<file path="src/rtl/panel_input_conditioner.sv">
// panel_input_conditioner: synchronizes and debounces front-panel buttons and
// switches, producing clean levels plus press/release/change strobes that are
// suppressed until a post-reset settle window has elapsed.
// Optional auto-repeat of selected buttons is built when PANEL_AUTO_REPEAT_EN
// is defined.
module panel_input_conditioner #(
  parameter int unsigned       N_BTN           = 7,
  parameter int unsigned       N_SW            = 8,
  parameter int unsigned       DEBOUNCE_CYCLES = 250000,
  parameter logic [N_BTN-1:0]  REPEAT_MASK     = N_BTN'(7'b0101000),
  parameter int unsigned       REPEAT_DELAY    = 12500000,
  parameter int unsigned       REPEAT_PERIOD   = 2500000
) (
  input  logic             clk,
  input  logic             resetn,
  input  logic [N_BTN-1:0] btn_raw,
  input  logic [N_SW-1:0]  sw_raw,
  output logic [N_BTN-1:0] btn_level,
  output logic [N_BTN-1:0] btn_press,
  output logic [N_BTN-1:0] btn_release,
  output logic [N_SW-1:0]  sw_level,
  output logic             sw_changed,
  output logic             armed
);

  localparam int unsigned N_IN = N_BTN + N_SW;
  localparam int unsigned DB_W = (DEBOUNCE_CYCLES > 2) ? $clog2(DEBOUNCE_CYCLES) : 1;
  localparam logic [DB_W-1:0] DB_MAX = DB_W'(DEBOUNCE_CYCLES - 1);
  localparam int unsigned ST_W = $clog2(DEBOUNCE_CYCLES + 2);
  localparam logic [ST_W-1:0] ST_LAST = ST_W'(DEBOUNCE_CYCLES + 1);

  // Buttons occupy the low bits, switches the high bits of every channel vector.
  logic [N_IN-1:0]            sync1_q, sync2_q;
  logic [N_IN-1:0]            stable_q, stable_d;
  logic [N_IN-1:0][DB_W-1:0]  db_cnt_q, db_cnt_d;
  logic [N_IN-1:0]            accept_c;
  logic [N_IN-1:0]            rise_c, fall_c;

  logic [ST_W-1:0]            settle_cnt_q, settle_cnt_d;
  logic                       armed_q, armed_d;

  logic [N_BTN-1:0]           btn_press_q, btn_press_d;
  logic [N_BTN-1:0]           btn_release_q, btn_release_d;
  logic                       sw_changed_q, sw_changed_d;

  logic [N_BTN-1:0]           rep_pulse_c;

  // Two-flop synchronizer for every raw input.
  always_ff @(posedge clk) begin
    if (!resetn) begin
      sync1_q <= '0;
      sync2_q <= '0;
    end else begin
      sync1_q <= {sw_raw, btn_raw};
      sync2_q <= sync1_q;
    end
  end

  // Per-channel debounce: accept a new level after DEBOUNCE_CYCLES differing samples.
  always_comb begin
    accept_c = '0;
    db_cnt_d = db_cnt_q;
    for (int i = 0; i < N_IN; i++) begin
      if (sync2_q[i] == stable_q[i]) begin
        db_cnt_d[i] = '0;
      end else if (db_cnt_q[i] == DB_MAX) begin
        accept_c[i] = 1'b1;
        db_cnt_d[i] = '0;
      end else begin
        db_cnt_d[i] = db_cnt_q[i] + DB_W'(1);
      end
    end
    stable_d = stable_q ^ accept_c;
    rise_c   = accept_c & ~stable_q;
    fall_c   = accept_c & stable_q;
  end

  // Debounce state registers.
  always_ff @(posedge clk) begin
    if (!resetn) begin
      stable_q <= '0;
      db_cnt_q <= '0;
    end else begin
      stable_q <= stable_d;
      db_cnt_q <= db_cnt_d;
    end
  end

  // Settle window: armed rises on the last cycle of the window and then holds.
  always_comb begin
    settle_cnt_d = settle_cnt_q;
    armed_d      = armed_q;
    if (!armed_q) begin
      if (settle_cnt_q == ST_LAST) begin
        armed_d = 1'b1;
      end else begin
        settle_cnt_d = settle_cnt_q + ST_W'(1);
      end
    end
  end

  // Settle window registers.
  always_ff @(posedge clk) begin
    if (!resetn) begin
      settle_cnt_q <= '0;
      armed_q      <= 1'b0;
    end else begin
      settle_cnt_q <= settle_cnt_d;
      armed_q      <= armed_d;
    end
  end

`ifdef PANEL_AUTO_REPEAT_EN
  localparam int unsigned RP_MAX = (REPEAT_DELAY > REPEAT_PERIOD) ? REPEAT_DELAY : REPEAT_PERIOD;
  localparam int unsigned RP_W   = (RP_MAX > 2) ? $clog2(RP_MAX) : 1;
  localparam logic [RP_W-1:0] RP_FIRST = RP_W'(REPEAT_DELAY - 1);
  localparam logic [RP_W-1:0] RP_NEXT  = RP_W'(REPEAT_PERIOD - 1);

  logic [N_BTN-1:0][RP_W-1:0] rep_cnt_q, rep_cnt_d;
  logic [N_BTN-1:0]           rep_phase_q, rep_phase_d;

  // Hold counters: first repeat after REPEAT_DELAY, then every REPEAT_PERIOD.
  always_comb begin
    rep_cnt_d   = rep_cnt_q;
    rep_phase_d = rep_phase_q;
    rep_pulse_c = '0;
    for (int b = 0; b < N_BTN; b++) begin
      if (!REPEAT_MASK[b] || rise_c[b] || fall_c[b] || !stable_q[b]) begin
        // A fresh press or any release restarts the hold from zero.
        rep_cnt_d[b]   = '0;
        rep_phase_d[b] = 1'b0;
      end else if (rep_cnt_q[b] == (rep_phase_q[b] ? RP_NEXT : RP_FIRST)) begin
        rep_pulse_c[b] = 1'b1;
        rep_cnt_d[b]   = '0;
        rep_phase_d[b] = 1'b1;
      end else begin
        rep_cnt_d[b] = rep_cnt_q[b] + RP_W'(1);
      end
    end
  end

  // Auto-repeat state registers.
  always_ff @(posedge clk) begin
    if (!resetn) begin
      rep_cnt_q   <= '0;
      rep_phase_q <= '0;
    end else begin
      rep_cnt_q   <= rep_cnt_d;
      rep_phase_q <= rep_phase_d;
    end
  end
`else
  logic unused_repeat_cfg_c;

  assign rep_pulse_c = '0;
  assign unused_repeat_cfg_c = ^{REPEAT_MASK, 32'(REPEAT_DELAY), 32'(REPEAT_PERIOD)};
`endif

  // Strobe generation, all gated by the armed state of the previous cycle.
  always_comb begin
    btn_press_d   = '0;
    btn_release_d = '0;
    sw_changed_d  = 1'b0;
    if (armed_q) begin
      btn_press_d   = rise_c[N_BTN-1:0] | rep_pulse_c;
      btn_release_d = fall_c[N_BTN-1:0];
      sw_changed_d  = |accept_c[N_IN-1:N_BTN];
    end
  end

  // Strobe registers, aligned with the first cycle of the new level.
  always_ff @(posedge clk) begin
    if (!resetn) begin
      btn_press_q   <= '0;
      btn_release_q <= '0;
      sw_changed_q  <= 1'b0;
    end else begin
      btn_press_q   <= btn_press_d;
      btn_release_q <= btn_release_d;
      sw_changed_q  <= sw_changed_d;
    end
  end

  assign btn_level   = stable_q[N_BTN-1:0];
  assign sw_level    = stable_q[N_IN-1:N_BTN];
  assign btn_press   = btn_press_q;
  assign btn_release = btn_release_q;
  assign sw_changed  = sw_changed_q;
  assign armed       = armed_q;

endmodule
</file>
<file path="config.mk">
export PLATFORM = sky130hd
export DESIGN_NAME = panel_input_conditioner
export DESIGN_NICKNAME = d
export VERILOG_FILES = /design/src/rtl/panel_input_conditioner.sv
export SDC_FILE = /design/constraint.sdc
export NUM_CORES = 1
export LEC_CHECK = 0
export CAP_MARGIN = 5
export CELL_PAD_IN_SITES_DETAIL_PLACEMENT = 0
export CELL_PAD_IN_SITES_GLOBAL_PLACEMENT = 1
export CORE_MARGIN = 2
export CORE_UTILIZATION = 40
export DETAILED_ROUTE_END_ITERATION = 8
export DONT_BUFFER_PORTS = 1
export PLACE_DENSITY = 0.71
export RECOVER_POWER = 100
export SETUP_SLACK_MARGIN = 0.1
export SLEW_MARGIN = 25
export SYNTH_ARGS = -nofsm -noshare
export SYNTH_HDL_FRONTEND = slang
export SYNTH_SLANG_ARGS = --single-unit
</file>
<file path="constraint.sdc">
create_clock -name clk -period 4.7 [get_ports clk]
set_input_delay 0.235 -clock clk [delete_from_list [all_inputs] [get_ports clk]]
set_output_delay 0.235 -clock clk [all_outputs]
set_load 0.01 [all_outputs]
</file>
==> metrics, run 1 <==
synth unique cells=46; hold path cells=2; final setup fails=0; Crit Path Class=flip-flop to flip-flop; hold_sp=resetn; Fillers=around 3400; worst-margin pin slew=approximately 1400 ps; Hold Fails Final Rpt=0; pin count of the biggest net entering global routing=36; pre-CTS WS=2610 ps; vias=approximately 10000; Nets=~1700; Worst-Skew Late Latency=~530 ps; DIE WIDTH=around 190 um; clock-pin slew on the worst setup and hold paths=around 60 ps; vias in the first global route=between 10000 and 15000; Multi-input gate area=6930 sq um; R2R cell count=5; Boundary Pins=48; WL final=~27 mm; die height=around 190 um; first-pass GRT wire length=roughly 47 mm; crit path time final=~2500 ps; Area Overhead vs Synth=12.7%; initial antenna violation count=0; f_max=slightly above 400 MHz; gr ovfl total=0; port buffer count=0; synthesized area=between 10000 and 15000 sq um; RSZ-0062 raised after global routing=no; setup_tns=0 ps; Max clock buf depth=3; warnings from Yosys=0; Final Power=around 0.006 W; CTS Sinks=between 300 and 400; Synth area leader=dfxtp_1; pwr dens=roughly 380 nW/um^2; Max Fanout on Critical Path=18; # diodes=0; Post-synth top cells=359 x nor2_1, 349 x dfxtp_1, 146 x xor2_1; initial core utilization=roughly 40%; synthesized net count=1631; Synth Register Bits=349; status=completed; share of layout cells above drive strength 1=around 3.8%; root buffer cell=clkbuf_16; Hold Slack=between 40 and 50 ps; EDFF count, synth=0; top-area cell type share of the netlist area=between 40% and 50%; Required @ worst endpoint=roughly 5000 ps; startpoint types=flip-flop; leak pwr=5.16 nW; vias per cell=just under 5; Hold Path Class=input pin to flip-flop; most common flop cell mapped by yosys=dfxtp_1; core area=35500 sq um; crit end category=flip-flop; final worst setup slack=2230 ps; Tcrit/Tclk final=approximately 53%; Seq/Total Area, Yosys=48.7%; DRC viols=0; Slew Viols, Final=0; Post-CTS Resized=0; Routability Congestion=~0.74; Reg2Reg Setup Slack=around 2200 ps; worst vdd ir=between 300 and 400 uV; antenna viol nets, final=0; Async SR Flop Fraction=0%; fin util=a little under half; Cell Rows=slightly below 70; Avg WL per Cell=roughly 13 um; Mapped Avg Cell Area=approximately 9.0 sq um; worst r2r dst=db_cnt_q[232]; Tot GR Track Use=about 15%; Slew HR=8.59%; HPWL Detailed=17.6 mm; CTS tree=yes; first-iteration detailed-routing DRC count=about 430; FF/Latch Area=about 7000 sq um; count leader, synth=nor2_1; synth top area cells=dfxtp_1 49%, nor2_1 9.4%, xor2_1 8.9%; skew final=between 20 and 25 ps; Worst Hold End=sync1_q[2]; cts bufs inserted=38; Initial DRT Pass Iterations=4; H-tree levels=2; die area=between 30000 and 40000 sq um; Syn Inst Count=approximately 1600; Max-cap violations=0; worst r2r src=db_cnt_q[216]; Arr. time, crit path=2830 ps
registers in the layout, indices dropped and copies added (netlist names), named ones only:
register      count
db_cnt_q        270
sync1_q          15
armed             1
sync2_q          15
btn_release       7
sw_changed        1
settle_cnt_q     18
btn_press         7
timing repair:
action,CTS,global route
hold endpoints to repair,53,0
hold buffers,16,0
setup buffers,0,0
worst max path at each step:
| stage | slack (ps) | to | start |
|---|---|---|---|
| final | 2230 | db_cnt_q[232] | db_cnt_q[216] |
| after global routing | 1860 | db_cnt_q[227] | db_cnt_q[216] |
| after CTS | 2600 | db_cnt_q[130] | db_cnt_q[126] |
| after detailed placement | 2610 | db_cnt_q[232] | db_cnt_q[216] |
| after global placement | 2650 | db_cnt_q[143] | db_cnt_q[126] |
| after floorplan | 2880 | db_cnt_q[11] | db_cnt_q[0] |
logic make-up after synthesis:
kind of cell	after synthesis	synth area share, %
buf+inv	85	2.54
simple gates	833	28.8
fa+ha+maj	17	1.48
mux	12	0.837
xor+xnor	259	15.8
flops	349	48.7
compound gates	42	1.80
power by group:
part | total [W] | leakage [nW] | switching, W | internal (W)
clock | 0.00306 | 0.636 | 0.00117 | 0.00190
combinational | 0.0000653 | 1.71 | 0.0000397 | 0.0000256
sequential | 0.00299 | 2.82 | 0.0000137 | 0.00298
total | 0.00612 | 5.16 | 0.00122 | 0.00490
per-stage QoR:
| step | std cells | area [sq um] |
|---|---|---|
| 6_report | 2107 | 16200 |
| 5_1_grt | 2107 | 16200 |
| 3_3_place_gp | 2025 | 14800 |
| 3_5_place_dp | 2025 | 14800 |
| 4_1_cts | 2107 | 16200 |
| 2_1_floorplan | 1597 | 14400 |
worst max-delay path, cell delays in order (launching register included):
cell,delay [ps]
dfxtp_1,370
ha_1,220
and3_1,320
nand3_1,190
o211ai_1,1080
nor2_1,120
metal layers:
| layer | vias up | wire [um] | track usage, % |
|---|---|---|---|
| li1 | 5403 | - | - |
| met1 | 4681 | 13600 | 19.5 |
| met2 | 103 | 11700 | 24.0 |
| met3 | 41 | 1120 | 3.38 |
| met4 | 0 | 529 | 4.18 |
| met5 | - | 0 | 0 |
placed cells by master (no fill, tap or decap), drive strengths merged, types with 3 or more instances in the layout:
master       count
nand4b           3
and4            16
clkbuf          56
and3            27
buf              3
a21oi           17
nor4            31
o21ai           15
dlygate4sd3     15
or4              5
nor4bb           8
nor3            29
nand2           77
inv             49
and2            37
nor3b            7
o211ai           6
clkinv           6
ha              17
dfxtp          349
nand3b           9
nand3          121
nor2           359
nor4b           19
mux2i           12
bufinv           5
xnor2          113
nand4           65
xor2           146
or3             15
layout make-up:
type	count	area share, %
flip-flops and latches	349	43.2
multi-input cells	1163	42.9
clock buffers	55	6.78
well taps	461	3.57
clock inverters	11	1.25
repair buffers	19	1.17
inverters	49	1.14
Power figures use the tool's default switching activity.
==> run 2, diff against run 1 <==
Settings changed: ABC_AREA set to 1, PLACE_DENSITY 0.71 to 0.73.
Clock period 4.7 ns to 2.5 ns, I/O delays scaled along.
==> run 2 against run 1 <==
Against the previous run:
- hold slack gained 180 ps
- global-route usage grew 1.4 points
- critical path depth unchanged
- sequential cell count is the same
- core utilization about the same
- combinational power rose by 150%
- first-iteration DRC count grew 37%
- power increased by 94%
- non-clock buffer count rose by 11
- via count grew 30%
- sequential share of layout area shrank 4.6 points
- routed wire length increased by 21%
- largest cell class is now multi-input gates
- largest power group unchanged
==> metrics, run 2 <==
status=completed; first-iteration detailed-routing DRC count=592 (+37%); worst r2r dst=db_cnt_q[233]; placed cell area=16600 sq um (+12%); crit path time final=between 2000 and 2500 ps; Hold Fails Final Rpt=0 (unchanged); CTS Sinks=349 (unchanged); vias in the first global route=12590 (+23%); largest stage delay on the critical path=750 ps (-330 ps); setup_tns=0 ps (unchanged); f_max=~490 MHz; Mapped Avg Cell Area=7.29 sq um (-19%); cts bufs inserted=41 (+7.9%); initial core utilization=40.5% (about the same); root buffer cell=clkbuf_16; pin count of the biggest net entering global routing=48 (+33%); Required @ worst endpoint=2900 ps (-2160 ps); Reg2Reg Setup Slack=490 ps (-1740 ps); largest registers=db_cnt_q (270), settle_cnt_q (18); final std cells w/o fill=2806 (+33%); synth top area cells=dfxtp_1 43%, nand2_1 10%, nor2_1 8.6%; Avg WL per Cell=11.6 um (-9.0%); Tcrit/Tclk final=81.5%; hold_sp=btn_raw[6]; hold path cells=3 (+1); dpl cells=2707 (+34%); most common cell after layout, fill and taps aside=nand2_1; EDFF count, synth=0 (unchanged); worst-margin pin slew=916 ps (-449 ps); worst vdd ir=486 uV (+59%); Async SR Flop Fraction=0% (unchanged); top-area cell type share of the netlist area=43.5% (-5.2 points); Cell Rows=73 (+5.8%); pwr dens=657 nW/um^2 (+74%); Finished Cell Area=18100 sq um (+12%); Slew Viols, Final=0 (unchanged); count leader, synth=nand2_1; RSZ-0062 raised after global routing=no; vias per cell=4.73 (-2.6%); startpoint types=input pin; Slew HR=38.9% (+30 points); largest register by flop count=db_cnt_q; vias=13269 (+30%); Largest register FFs=270 (unchanged); Routability Congestion=0.809 (+9.6%); die area=41800 sq um (+12%); core area=39700 sq um (+12%); R2R cell count=6 (+1); skew final=12.2 ps (-7.92 ps); Area Overhead vs Synth=12.6% (about the same); DRC viols=0 (unchanged); Syn Inst Count=2204 (+38%); synth unique cells=50 (+8.7%); Post-CTS Resized=0 (unchanged); fin util=45.6% (about the same); Nets=2285 (+38%); synthesized net count=2238 (+37%); port buffer count=0 (unchanged); WL final=32.6 mm (+21%); leak pwr=6.59 nW (+28%); gr ovfl total=0 (unchanged); antenna viol nets, final=0 (unchanged); warnings from Yosys=0 (unchanged); synthesized area=16100 sq um (+12%); HPWL Detailed=22.7 mm (+29%); clock-pin slew on the worst setup and hold paths=60 ps (about the same); Crit-path slowest cell=clkbuf_1; Boundary Pins=48 (unchanged); Top Layer Used=met4; DIE WIDTH=204 um (+5.7%); CTS tree=yes; Arr. time, crit path=2440 ps (-390 ps); first-pass GRT wire length=56.7 mm (+19%); share of layout cells above drive strength 1=6.80% (+3.0 points); Max clock buf depth=3 (unchanged); Worst Hold End=sync1_q[6]; Initial DRT Pass Iterations=5 (+1); Hold Path Class=input pin to flip-flop; Max-cap violations=0 (unchanged); most frequent cells in the layout=434 x nand2_1, 375 x nor2_1, 349 x dfxtp_1; Synth area leader=dfxtp_1; final setup fails=0 (unchanged); Met1 Routed Length=16.0 mm (+17%); Max Fanout on Critical Path=47 (+29); Worst-Skew Late Latency=560 ps (+30 ps); most common flop cell mapped by yosys=dfxtp_1; DR WL met3=1.34 mm (+19%); Tot GR Track Use=16.1% (+1.4 points); Synth Register Bits=349 (unchanged); Critical Path, Cell by Cell=dlygate4sd3_1 -> buf_16 -> inv_1 -> clkbuf_1 -> nor3_1; # diodes=0 (unchanged); Crit Path Class=input pin to flip-flop; die height=204 um (+5.7%); worst r2r src=db_cnt_q[216]; Post-synth top cells=427 x nand2_1, 370 x nor2_1, 349 x dfxtp_1; initial antenna violation count=0 (unchanged); met2 routed WL=14.5 mm (+24%); H-tree levels=2 (unchanged); crit end category=flip-flop; Seq/Total Area, Yosys=43.5% (-5.2 points)
==> run 2: changes by cell type after synthesis, moves of 20 or more <==
cell	before	now
inv_1	49	284
nor4_1	30	6
nor3_1	29	110
xor2_1	146	69
and3_1	27	2
a21oi_1	17	109
nand2_1	77	427
xnor2_1	113	26
or2_2	0	20
and2_1	37	1
==> run 2: what timing repair did <==
action                                 4_1_cts  5_1_grt
buffers inserted                             0        0
endpoints found under the hold margin      134        0
hold buffers                                26        0
==> run 2: cell families after synthesis <==
| kind of cell | count (synthesis) | share of synthesized area (%) |
|---|---|---|
| fa+ha+maj | 17 | 1.32 |
| compound gates | 168 | 5.84 |
| buf+inv | 321 | 8.03 |
| flops | 349 | 43.5 |
| simple gates | 1254 | 36.2 |
| xor+xnor | 95 | 5.18 |
==> run 2: cell type report <==
cell class | instances | area (sq um)
Clock buffer | 56 | 1190
Sequential cell | 349 | 6990
Fill cell | 4014 | 21600
Inverter | 295 | 1110
Tap cell | 525 | 657
Clock inverter | 17 | 191
Timing Repair Buffer | 30 | 297
Multi-Input combinational cell | 1534 | 7670
==> run 2: worst max-delay path by stage <==
stage	startpoint	endpoint	slack [ps]
after floorplan	db_cnt_q[18]	db_cnt_q[34]	1030
final	resetn	flip-flop	460
after global placement	db_cnt_q[198]	db_cnt_q[214]	770
after detailed placement	db_cnt_q[198]	db_cnt_q[214]	730
after CTS	db_cnt_q[198]	db_cnt_q[214]	710
after global routing	resetn	flip-flop	270
==> run 2: per-layer routing <==
metal	up-vias	global-route usage, %
li1	7153	-
met2	154	27.2
met5	-	0
met4	0	5.62
met3	51	3.38
met1	5911	20.2
==> run 2: where the power goes <==
group / internal [W] / total, W / switching [W]
combinational: 0.0000604 / 0.000160 / 0.0000999
sequential: 0.00560 / 0.00562 / 0.0000213
clock: 0.00375 / 0.00611 / 0.00236
==> run 2: metrics by stage <==
stage / power (W) / worst slack (ps) / hold slack, ps
6_report: 0.0119 / 463 / 221
5_1_grt: 0.0124 / 275 / 214
4_1_cts: 0.0121 / 705 / 173
3_5_place_dp: 0.00586 / 728 / 226
3_3_place_gp: 0.00585 / 766 / 224
2_1_floorplan: 0.00584 / 1030 / 223
==> run 2: critical path, delay by kind of cell <==
kind / cells / cell delay [ps]
buffers and inverters: 4 / 2120
and+or+nand+nor: 1 / 140
